==> config.mk <==
export PLATFORM = sky130hd
export DESIGN_NAME = axi_stream_arbiter
export DESIGN_NICKNAME = d
export VERILOG_FILES = /design/src/rtl/eth_helper_pkg.sv /design/src/rtl/rr_select.sv /design/src/rtl/axi_stream_arbiter.sv
export SDC_FILE = /design/constraint.sdc
export NUM_CORES = 1
export LEC_CHECK = 0
export BUFFER_PORTS_ARGS = -buffer_cell sky130_fd_sc_hd__buf_4
export CAP_MARGIN = 10
export CORE_AREA = 2 2 307 309
export DETAILED_ROUTE_END_ITERATION = 8
export DIE_AREA = 0 0 309 311
export PLACE_DENSITY_LB_ADDON = 0.12
export SYNTH_ARGS = -nofsm -noshare
export SYNTH_HDL_FRONTEND = slang
export SYNTH_HIERARCHICAL = 1
export SYNTH_SLANG_ARGS = --single-unit
==> constraint.sdc <==
create_clock -name clk -period 5.1 [get_ports clk]
set_input_delay 1.275 -clock clk [delete_from_list [all_inputs] [get_ports clk]]
set_output_delay 1.275 -clock clk [all_outputs]
set_load 0.03 [all_outputs]
==> src/rtl/eth_helper_pkg.sv <==
// eth_helper_pkg: shared FSM states and stream-type codes for the snooping bridge
package eth_helper_pkg;
  typedef enum logic {ARB, XFER} state_e;
  localparam int STREAM_TYPE_WIDTH = 3;
  localparam logic [STREAM_TYPE_WIDTH-1:0] STREAM_AW = 3'b000;
  localparam logic [STREAM_TYPE_WIDTH-1:0] STREAM_W  = 3'b001;
  localparam logic [STREAM_TYPE_WIDTH-1:0] STREAM_AR = 3'b010;
  localparam logic [STREAM_TYPE_WIDTH-1:0] STREAM_R  = 3'b011;
  localparam logic [STREAM_TYPE_WIDTH-1:0] STREAM_B  = 3'b100;
endpackage

==> src/rtl/rr_select.sv <==
// rr_select: combinational round-robin one-hot picker, first request at or above ptr with wrap
module rr_select #(
  parameter int N     = 5,
  parameter int PTR_W = 3
) (
  input  logic [N-1:0]     req,
  input  logic [PTR_W-1:0] ptr,
  output logic [N-1:0]     gnt
);
  int   idx;
  logic found;
  // scan N positions starting at ptr, keep the first requester
  always_comb begin
    gnt   = '0;
    found = 1'b0;
    idx   = 0;
    for (int i = 0; i < N; i++) begin
      idx = (int'(ptr) + i) % N;
      if (!found && req[idx]) begin
        gnt[idx] = 1'b1;
        found    = 1'b1;
      end
    end
  end
endmodule

==> src/rtl/axi_stream_arbiter.sv <==
// axi_stream_arbiter: round-robin share of one AXI-Stream master among snooper sources;
// define AXI_STREAM_ARBITER_PKT_CNT_EN to add saturating per-source packet counters (pkt_count)
module axi_stream_arbiter
  import eth_helper_pkg::*;
#(
  parameter int NUM_SRC    = 5,
  parameter int DATA_WIDTH = 128,
  parameter int CNT_WIDTH  = 32
) (
  input  logic                          clk,
  input  logic                          resetn,
  input  logic [NUM_SRC-1:0]            src_valid,
  input  logic [NUM_SRC-1:0]            src_in_progress,
  input  logic [NUM_SRC-1:0]            src_last,
  input  logic [NUM_SRC*DATA_WIDTH-1:0] src_data,
  output logic [NUM_SRC-1:0]            src_ready,
  output logic [DATA_WIDTH-1:0]         m_axis_tdata,
  output logic                          m_axis_tvalid,
  output logic                          m_axis_tlast,
  input  logic                          m_axis_tready,
  output logic [NUM_SRC-1:0]            grant
`ifdef AXI_STREAM_ARBITER_PKT_CNT_EN
  ,
  output logic [NUM_SRC*CNT_WIDTH-1:0]  pkt_count
`endif
);
  localparam int PTR_W = (NUM_SRC > 1) ? $clog2(NUM_SRC) : 1;
  state_e             state_q, state_d;
  logic [NUM_SRC-1:0] grant_q, grant_d, pick;
  logic [PTR_W-1:0]   rr_ptr_q, rr_ptr_d, g_idx;
  logic               in_xfer, g_busy, accept;
  rr_select #(.N(NUM_SRC), .PTR_W(PTR_W)) u_rr (
    .req(src_valid),
    .ptr(rr_ptr_q),
    .gnt(pick)
  );
  assign in_xfer       = (state_q == XFER);
  assign m_axis_tvalid = in_xfer & |(src_valid & grant_q);
  assign m_axis_tlast  = in_xfer & |(src_last & grant_q);
  assign g_busy        = in_xfer & |(src_in_progress & grant_q);
  assign src_ready     = in_xfer ? (grant_q & {NUM_SRC{m_axis_tready}}) : '0;
  assign accept        = m_axis_tvalid & m_axis_tready;
  assign grant         = grant_q;
  // payload mux and binary index of the granted source
  always_comb begin
    g_idx        = '0;
    m_axis_tdata = '0;
    for (int i = 0; i < NUM_SRC; i++) begin
      if (in_xfer && grant_q[i]) begin
        g_idx        = PTR_W'(i);
        m_axis_tdata = src_data[i*DATA_WIDTH +: DATA_WIDTH];
      end
    end
  end
  // grant on any request in ARB; release on last beat or withdrawal, finished source goes to the back
  always_comb begin
    state_d  = state_q;
    grant_d  = grant_q;
    rr_ptr_d = rr_ptr_q;
    if (!in_xfer) begin
      if (|src_valid) begin
        state_d = XFER;
        grant_d = pick;
      end
    end else if ((accept && m_axis_tlast) || (!m_axis_tvalid && !g_busy)) begin
      state_d  = ARB;
      grant_d  = '0;
      rr_ptr_d = (g_idx == PTR_W'(NUM_SRC - 1)) ? '0 : g_idx + PTR_W'(1);
    end
  end
  // arbiter state registers
  always_ff @(posedge clk or negedge resetn) begin
    if (!resetn) begin
      state_q  <= ARB;
      grant_q  <= '0;
      rr_ptr_q <= '0;
    end else begin
      state_q  <= state_d;
      grant_q  <= grant_d;
      rr_ptr_q <= rr_ptr_d;
    end
  end
`ifdef AXI_STREAM_ARBITER_PKT_CNT_EN
  logic [CNT_WIDTH-1:0] cnt_q [NUM_SRC];
  logic [CNT_WIDTH-1:0] cnt_d [NUM_SRC];
  // count accepted last beats of the granted source, saturating at all-ones
  always_comb begin
    for (int i = 0; i < NUM_SRC; i++)
      cnt_d[i] = (accept && m_axis_tlast && grant_q[i] && cnt_q[i] != '1) ? cnt_q[i] + CNT_WIDTH'(1) : cnt_q[i];
  end
  // packet counter registers
  always_ff @(posedge clk or negedge resetn) begin
    for (int i = 0; i < NUM_SRC; i++)
      cnt_q[i] <= !resetn ? '0 : cnt_d[i];
  end
  for (genvar c = 0; c < NUM_SRC; c++) begin : g_cnt
    assign pkt_count[c*CNT_WIDTH +: CNT_WIDTH] = cnt_q[c];
  end
`endif
endmodule

* Word level (Yosys, flattened, before mapping)
Cells that the tools add are included.
** Cells by class
- Muxes and demuxes :: 51
- Equal/unequal tests :: 2
- Add/sub/neg operators :: 5
- $lt $le $gt $ge :: 10
- Reduce and logical (&&, ||, !) cells :: 30
- Div/mod/pow operators :: 5
- Bitwise logic cells :: 12
** Operators with widths (count)
- $mux W128 :: 5
- $ge A32 B1 Y1 const B :: 5
- $lt A32 B5 Y1 const B :: 5
- $mod A32 B4 Y32 const B :: 4
- $mux W5 :: 9
- $mod A4 B4 Y32 const B :: 1
- $mux W1 :: 23
- $and A5 B5 Y5 :: 4
- $or A5 B5 Y5 :: 4
- $reduce_or A5 Y1 :: 4
- $logic_and A1 B1 Y1 :: 16
- $bmux W1 S3 :: 5
- $demux W1 S3 :: 5
- $mux W3 :: 4
- $add A3 B2 Y4 const B :: 2
- $logic_not A1 Y1 :: 6
- $add A3 B1 Y4 const B :: 1
- $add A3 B3 Y4 const B :: 1
- $and A1 B1 Y1 :: 4
- $reduce_and A2 Y1 :: 2
- $add A3 B1 Y3 const B :: 1
- $eq A3 B3 Y1 const B :: 1
- $ne A2 B1 Y1 const B :: 1
- $reduce_bool A2 Y1 :: 1
- $logic_or A1 B1 Y1 :: 1
** Storage, ports and cells
- Input port bits :: 658
- Flip-flop bits (word level) :: 9
- Output and inout bits :: 140

* Logic depth before layout (Yosys ltp)
Gate-level depths: netlist (run 1).
- Word-level depth :: 19
- Mapped depth :: 20
- Gate-level depth less buffers :: 18

* By module
The synthesis (run 1) kept the hierarchy.
** By module, submodules not included
- axi_stream_arbiter :: cells an instance 771, instances 1, area an instance 4643.2 um2
- rr_select :: cells an instance 332, instances 1, area an instance 2463.6 um2

* Least setup slack after synthesis (run 1)
No wires, ideal clock.
- Path type :: register to register
- Start point :: register rr_ptr_q[0]
- End point :: register grant_q[4] (netlist: grant[4])
- Period minus slack after synthesis :: 3997 ps
- Required time :: 5017 ps
- Setup time :: 83 ps
- Buffers on the path :: 2
- Setup slack :: 1103 ps
- Cell stages (with the launch flop) :: 21
- Arrival :: 3915 ps
- Path through :: dfrtp_1 -> inv_2 -> buf_1 -> ha_1 -> inv_1 -> ha_1 -> buf_2 -> inv_1 -> ha_1 -> inv_1 -> ha_1 -> nor2b_1 -> o21ai_1 -> a21o_1 -> a2111oi_2 -> o32ai_2 -> nand2b_2 -> nand4_4 -> o211ai_2 -> nand2_1 -> o21ai_0
** On the way
- Longest elaborated chain between the ends :: 19
- Elaborated cells between the ends (all ways) :: 72
- Those cells by class :: add/sub (4); div (5); order compare (10); mux (36); bitwise (4); reduce/logical (13)
** RTL lines
- start, declared :: line axi_stream_arbiter.sv:30 : logic [PTR_W-1:0] rr_ptr_q, rr_ptr_d, g_idx;
- start signal, assigned :: line axi_stream_arbiter.sv:80 : rr_ptr_q <= rr_ptr_d;
- parallel branches: the longest is 16 deep, another holds $mod A32 B4 Y32
- $mux W5 * :: line rr_select.sv:19 : if (!found && req[idx]) begin
- via pick[4] :: line axi_stream_arbiter.sv:29 : logic [NUM_SRC-1:0] grant_q, grant_d, pick;
- $mux W5 * :: line axi_stream_arbiter.sv:61 : if (|src_valid) begin
- $mux W5 * :: line axi_stream_arbiter.sv:60 : if (!in_xfer) begin
- end signal, assigned :: line axi_stream_arbiter.sv:79 : grant_q <= grant_d;
- end, declared :: line axi_stream_arbiter.sv:29
Mark *: on every way through the listed nets, which the timed path passes. The select of a mux whose other input is x is not followed.
A chain may end at the register's enable or synchronous reset.

* Worst setup path after layout (run 1)
- Start point :: register state_q (netlist: in_xfer)
- End point :: output m_axis_tdata[96]
** On the way
- Longest elaborated chain between the ends :: 6
- Elaborated cells between the ends (all ways) :: 10
- Those cells by class :: mux (5); reduce/logical (5)
** RTL lines
- start, declared :: line axi_stream_arbiter.sv:28 : state_e state_q, state_d;
- start signal, assigned :: line axi_stream_arbiter.sv:78 : state_q <= state_d;
- $logic_and A1 B1 Y1 :: line axi_stream_arbiter.sv:49 : if (in_xfer && grant_q[i]) begin
- $mux W128 (4 in a row) :: line axi_stream_arbiter.sv:49
- $mux W128 * :: line axi_stream_arbiter.sv:49
- end, declared :: line axi_stream_arbiter.sv:17 : output logic [DATA_WIDTH-1:0] m_axis_tdata,
Mark *: on every way between the ends. The rest lies on a longest branch, timed or not.

==> metrics.md, run 1 <==
| Metric | Value |
|---|---|
| Starting DRT DRC Count | 899 |
| Lkg Pwr | 6.35 nW |
| HP Class | reg2reg |
| Wire per inst | 27.8 um |
| Final hold viol count | 0 |
| Crit path capture type | primary output |
| Pwr Total | 6.54 mW |
| Fin crit period | 4.45 ns |
| Slew Limit Headroom | 37.1% |
| Vias in the first global route | 12809 |
| Layout cells sized above 1 | 48.9% |
| Total number of H-tree levels | 1 |
| Die Span X | 309 um |
| Syn Nets | 1789 |
| Total wire length | 85600 um |
| Vias | 12756 |
| # DRC | 0 |
| Power share of the clock group | 2.1% |
| VDD IR max | 122 uV |
| Period utilization | 87.2% |
| Status | finished clean |
| Post-CTS Setup Repair Bufs | 0 |
| Largest net degree at the start of global routing | 129 |
| Remaining global-route overflow | 0 |
| Starting density of the core | 7.66% |
| Switching part of the total | 61.6% |
| IO Count | 798 |
| Clk sinks | 9 |
| YS warnings | 6 |
| Setup violations, final | 0 |
| CTS Hold Bufs | 0 |
| Main synth FF type | dfrtp_1 |
| Std cell rows | 112 |
| Die Area | 96100 sq um |
| Root Driver | clkbuf_16 |
| Final Skew | 0.00582 ns |
| Clock Tree Buf Depth | 2 |
| Fin Setup TNS | 0 ns |
| Drt pass-1 iters | 5 |
| Kind of critical path | reg2out |
| DP Area | 14400 sq um |
| Power Internal | 2.51 mW |
| Vias per cell | 4.14 |
| RSZ-0062 raised after global routing | false |
| GRT Total Usage | 16.6% |
| Critical path peak fanout | 38 |
| Initial antenna violation count | 42 |
| Register area share after synthesis | 3.17% |
| Leading cell type in the layout, fill and taps excluded | buf_4 |
| Post-CTS Resized | 0 |
| WP data arrival | 3.17 ns |
| Core area | 92800 sq um |
| F_max | 225 MHz |
| Startpoint class of the critical path | flip-flop |
| ANT nets after route | 0 |
| Max-Cap Viols | 0 |
| Detailed placer's ending HPWL | 72700 um |
| Most frequent cells in the layout | 831 x buf_4, 171 x nand2_1, 117 x nor2_1 |
| Number of enable flip-flop cells after synthesis | 0 |
| Syn Inst Count | 1103 |
| First-pass GRT wire length | 112000 um |
| Clock slew at reported path FFs | 0.04 ns |
| Yosys cell types | 97 |
| Combinational power share | 95.3% |
| Mapped cell area | 7110 sq um |
| Sequential Power Share | 2.6% |
| Final Cell Area | 14500 sq um |
| Nets | 2509 |
| Area growth from synthesis to layout | 105% |
| Worst slew pin tran | 0.944 ns |
| CTS Buf Count | 3 |
| Synth Register Bits | 9 |
| Net Sw Power | 4.03 mW |
| Die Ht | 311 um |
| Fin. max-slew vios | 0 |
| Synth async-reset ratio | 100% |
| Final GP Congestion | 0.927 |
| TritonCTS clock tree | done |
| Syn avg cell area | 6.44 sq um |
| IO Port Bufs | 797 |
| Worst-Skew Late Latency | 0.23 ns |
| CP Data Required Time | 3.83 ns |
| PwrDens | 450 nW/um^2 |
-- final timing paths --
path	startpoint	to	slack (ns)	cells past startpoint
worst max-delay path	in_xfer	m_axis_tdata[96]	0.65	6
worst min-delay path	rr_ptr_q[0]	rr_ptr_q[0]	0.67	1
worst max register to register	rr_ptr_q[1]	grant[3]	0.73	16
worst min register to register	rr_ptr_q[0]	rr_ptr_q[0]	0.67	1
max in group asynchronous	resetn	grant[0]	4.05	1
min in group asynchronous	resetn	rr_ptr_q[1]	0.88	1
-- sequential cells by signal, indices dropped and copies added (netlist names) --
signal    count
rr_ptr_q      3
in_xfer       1
grant         5
-- per-layer routing --
layer  track usage [%]  share of wire [%]  up-vias
met2              27.8                 47      575
met4              1.37               0.81       42
met1              20.1                 41     6234
met5                 0               0.32        -
li1                  -                  -     5815
met3              7.36                 11       90
-- critical path, cell delays in order (launching register included) --
cell     delay [ns]
dfrtp_1        0.64
nand2_1        0.21
nor4_2         0.41
buf_4          0.58
nand2_1        0.30
a31oi_1        0.50
buf_4          0.25
-- stage by stage --
step	utilization (%)	cells	setup WS, ns	hold slack [ns]
after CTS	15.7	3076	0.642	0.677
after floorplan	-	1103	1.10	0.676
after detailed placement	15.6	3072	0.736	0.666
after global routing	15.7	3080	0.361	0.701
final	15.7	3082	0.653	0.665
after global placement	15.6	3072	0.820	0.657
-- power groups by stage --
stage / Clock (mW) / Sequential, mW / Combinational (mW)
after floorplan: 0 / 0.142 / 3.77
after global placement: 0 / 0.170 / 6.27
after detailed placement: 0 / 0.174 / 6.26
after CTS: 0.142 / 0.172 / 6.28
after global routing: 0.148 / 0.178 / 6.65
final: 0.140 / 0.167 / 6.23
-- area by class of cell --
type / count / area [sq um]
fill: 10861 / 78200
timing repair buffer: 834 / 6300
multi-input combinational: 952 / 6260
tap: 1254 / 1570
sequential: 9 / 225
inverter: 23 / 93.8
clock buffer: 4 / 78.8
antenna: 6 / 15.0
-- logic make-up (layout without fill, tap and decap cells) --
group / after synthesis / in the layout / share of synthesized area, %
AO/OA/AOI/OAI: 528 / 528 / 56.2
AND/OR/NAND/NOR: 378 / 378 / 23.8
buffers and inverters: 142 / 861 / 9.33
adder cells (fa/ha/maj): 28 / 28 / 4.93
multiplexers: 14 / 14 / 2.06
flip-flops: 9 / 9 / 3.17
XOR/XNOR: 4 / 4 / 0.599
other: 0 / 6 / 0
-- cells in the mapped netlist (10+ instances only) --
library cell | n | share of area, %
a211oi_1 | 10 | 1.1
a21oi_1 | 21 | 1.5
a221o_1 | 85 | 12
a221oi_1 | 47 | 5.8
a31oi_1 | 86 | 7.6
buf_2 | 27 | 1.9
buf_6 | 12 | 1.9
clkbuf_1 | 73 | 3.9
ha_1 | 28 | 4.9
inv_1 | 17 | 0.90
nand2_1 | 172 | 9.1
nand3_1 | 11 | 0.77
nor2_1 | 119 | 6.3
nor3_1 | 11 | 0.77
o21ai_0 | 99 | 7.0
o22ai_1 | 48 | 4.2
o31ai_1 | 47 | 5.0
Power figures use the tool's default switching activity.
==> run 2: changes to the inputs <==
--- a/config.mk
+++ b/config.mk
@@ -5,11 +5,12 @@
 export SDC_FILE = /design/constraint.sdc
 export NUM_CORES = 1
 export LEC_CHECK = 0
+export ABC_AREA = 1
 export BUFFER_PORTS_ARGS = -buffer_cell sky130_fd_sc_hd__buf_4
 export CAP_MARGIN = 10
-export CORE_AREA = 2 2 307 309
+export CORE_AREA = 2 2 313 315
 export DETAILED_ROUTE_END_ITERATION = 8
-export DIE_AREA = 0 0 309 311
+export DIE_AREA = 0 0 315 317
 export PLACE_DENSITY_LB_ADDON = 0.12
 export SYNTH_ARGS = -nofsm -noshare
 export SYNTH_HDL_FRONTEND = slang
==> metrics.md, run 2 <==
| Metric | Value |
|---|---|
| Fin crit period | 4.15 ns (-0.296 ns) |
| Crit path capture type | primary output |
| TritonCTS clock tree | done |
| XOR/XNOR Fraction of Synth Area | 0.615% (+0.017 points) |
| RSZ-0062 raised after global routing | false |
| Total wire length | 84700 um (-1.1%) |
| Lkg Pwr | 7.23 nW (+14%) |
| Root Driver | clkbuf_16 |
| Synth top area cells | nand2_1 20%, nand3_1 14%, a41oi_2 11% |
| WP data arrival | 2.88 ns (-0.29 ns) |
| Most frequent cells in the layout | 821 x buf_4, 448 x nand2_1, 231 x nand3_1 |
| Worst hold endpoint | grant[0] |
| Max incr delay on CP | 0.60 ns (-0.04 ns) |
| Max-Cap Viols | 0 (unchanged) |
| R2r startpoint | rr_ptr_q[0] |
| Synth Register Bits | 9 (unchanged) |
| Synth async-reset ratio | 100% (unchanged) |
| F_max | 241 MHz (+7.1%) |
| Synth top area share | 19.7% (+7.7 points) |
| Starting density of the core | 8.87% (+1.2 points) |
| Syn Nets | 2261 (+26%) |
| Top cell family by delay on the critical path | compound AO/OA/AOI/OAI gates |
| Worst-Skew Late Latency | 0.23 ns (about the same) |
| Slowest cell on crit path | o21ai_1 |
| Vias | 14194 (+11%) |
| Status | finished clean |
| First-pass GRT wire length | 113000 um (+1.2%) |
| Fin. max-slew vios | 0 (unchanged) |
| Post-Route M1 WL | 35000 um (+0.89%) |
| Starting DRT DRC Count | 937 (+4.2%) |
| Kind of critical path | reg2out |
| Layout cells sized above 1 | 41.6% (-7.3 points) |
| Clock slew at reported path FFs | 0.04 ns (about the same) |
| YS warnings | 6 (unchanged) |
| Std cell rows | 114 (+1.8%) |
| Worst hold path startpoint | grant[0] |
| Final Skew | 0.00293 ns (-0.00288 ns) |
| Area growth from synthesis to layout | 86.8% |
| CP Data Required Time | 3.83 ns (about the same) |
| Post-Route Utilization | 16.6% (+0.90 points) |
| Die Area | 99900 sq um (+3.9%) |
| Period utilization | 81.4% (-5.8 points) |
| Adder-cell share of the synthesized area | 4.10% (-0.83 points) |
| Vias per cell | 3.98 (-3.9%) |
| Slew Limit Headroom | 26.5% (-11 points) |
| Mapped cell area | 8540 sq um (+20%) |
| Clock Tree Buf Depth | 2 (unchanged) |
| R2R depth | 22 (+6) |
| Final hold viol count | 0 (unchanged) |
| Metal3 WL | 6360 um (-35%) |
| IO Count | 798 (unchanged) |
| Worst slew pin tran | 1.10 ns (+0.158 ns) |
| Synth Area in Simple Gates | 49.8% (+26 points) |
| Top-count cell post-synth | nand2_1 |
| Largest net degree at the start of global routing | 153 (+19%) |
| Max Used Layer | met5 |
| Post-place setup slack | 0.990 ns (+0.254 ns) |
| Startpoint class of the critical path | flip-flop |
| Post-CTS Setup Repair Bufs | 0 (unchanged) |
| CTS Buf Count | 3 (unchanged) |
| Syn avg cell area | 5.42 sq um (-16%) |
| Post-synthesis compound-gate area fraction | 28.8% (-27 points) |
| IO Port Bufs | 797 (unchanged) |
| Mux cell area share after synthesis | 0% (-2.1 points) |
| HP Class | reg2reg |
| Die Ht | 317 um (+1.9%) |
| Synth cell count leaders | 448 x nand2_1, 231 x nand3_1, 138 x inv_1 |
| Setup violations, final | 0 (unchanged) |
| Vias in the first global route | 14378 (+12%) |
| Synth area leader | nand2_1 |
| Wire per inst | 23.8 um (-15%) |
| # DRC | 0 (unchanged) |
| Remaining global-route overflow | 0 (unchanged) |
| GRT Total Usage | 15.7% (-0.88 points) |
| R2R Setup Slk | 1.51 ns (+0.78 ns) |
| VDD IR max | 189 uV (+56%) |
| Initial antenna violation count | 28 (-33%) |
| Yosys cell types | 44 (-55%) |
| ANT nets after route | 0 (unchanged) |
| Syn Inst Count | 1575 (+43%) |
| PwrDens | 387 nW/um^2 (-14%) |
| Register area share after synthesis | 2.64% (-0.53 points) |
| WHS Path Cells | 2 (+1) |
| Core area | 96300 sq um (+3.8%) |
| Drt pass-1 iters | 5 (unchanged) |
| Fillers | 11346 (+4.5%) |
| Worst Path Buf+Inv | 2 (unchanged) |
| Crit path cell chain | nand2_4 > nand3_4 > buf_12 > o21ai_1 > nand2_1 > a41oi_2 > buf_4 |
| Number of enable flip-flop cells after synthesis | 0 (unchanged) |
| Leading cell type in the layout, fill and taps excluded | buf_4 |
| CTS Hold Bufs | 0 (unchanged) |
| Final GP Congestion | 0.927 (about the same) |
| Pwr Total | 6.17 mW (-5.6%) |
| Critical path peak fanout | 63 (+66%) |
| Max reg flops | 5 (unchanged) |
| Largest family of logic cells by synthesized area | simple AND/OR/NAND/NOR gates |
| Fin Setup TNS | 0 ns (unchanged) |
| Nets | 2970 (+18%) |
| Post-CTS Resized | 0 (unchanged) |
| Reg2reg end | grant[2] |
| Main synth FF type | dfrtp_1 |
| Worst Slack Setup Final | 0.950 ns (+0.296 ns) |
| Met2 WL post-DR | 42600 um (+6.0%) |
| Clk sinks | 9 (unchanged) |
| Total number of H-tree levels | 1 (unchanged) |
| Die Span X | 315 um (+1.9%) |
| Detailed placer's ending HPWL | 69900 um (-3.9%) |
run 2: cell types whose count changed after synthesis, sizes merged, moves of 47 or more:
cell | before | now
nand2 | 173 | 472
a221o | 85 | 0
a221oi | 47 | 0
a31oi | 88 | 0
a41oi | 2 | 84
nand3 | 12 | 239
inv | 21 | 145
run 2: worst max-delay path by stage:
| stage | start | endpoint | cells after the start |
|---|---|---|---|
| 6_report | in_xfer | m_axis_tdata[125] | 7 |
| 5_1_grt | in_xfer | m_axis_tdata[125] | 7 |
| 4_1_cts | in_xfer | m_axis_tdata[125] | 7 |
| 3_5_place_dp | in_xfer | m_axis_tdata[125] | 7 |
| 3_3_place_gp | in_xfer | m_axis_tdata[125] | 7 |
| 2_1_floorplan | src_data[163] | m_axis_tdata[35] | 3 |
run 2: layout make-up:
| type | count | area (sq um) | area share (%) |
|---|---|---|---|
| multi-input cells | 1295 | 7150 | 44.8 |
| repair buffers | 829 | 6320 | 39.6 |
| well taps | 1276 | 1600 | 10.0 |
| inverters | 146 | 554 | 3.47 |
| flip-flops and latches | 9 | 228 | 1.43 |
| clock buffers | 4 | 78.8 | 0.494 |
| diodes | 8 | 20.0 | 0.125 |
run 2: power by group:
part           internal [mW]  leakage [nW]  total (mW)  switching, mW
clock network          0.104        0.0382       0.137         0.0328
registers             0.0953         0.115       0.153         0.0579
logic                   2.03          7.08        5.88           3.86
run 2: tightest hold or removal path, delay by kind of cell (launching register included):
family           cells  cell delay [ns]
AND/OR/NAND/NOR      2             0.18
flip-flops           1             0.48
run 2: layer usage:
layer	up-vias	global-route usage, %
met5	-	0
met4	18	1.79
met3	51	3.48
met2	571	28.2
met1	6763	19.5
li1	6791	-
run 2: metrics by stage:
stage	std cells	instance area [sq um]	hold WS, ns
5_1_grt	3566	16000	0.750
3_5_place_dp	3555	15900	0.721
4_1_cts	3559	15900	0.729
6_report	3567	16000	0.696
3_3_place_gp	3555	15900	0.717
2_1_floorplan	1575	8540	0.562
run 2: cells by family (layout without fill, tap and decap cells):
| group | count (synthesis) | in the layout |
|---|---|---|
| fa+ha+maj | 28 | 28 |
| flops | 9 | 9 |
| buf+inv | 271 | 979 |
| simple gates | 957 | 957 |
| other cells | 0 | 8 |
| compound gates | 304 | 304 |
| xor+xnor | 6 | 6 |
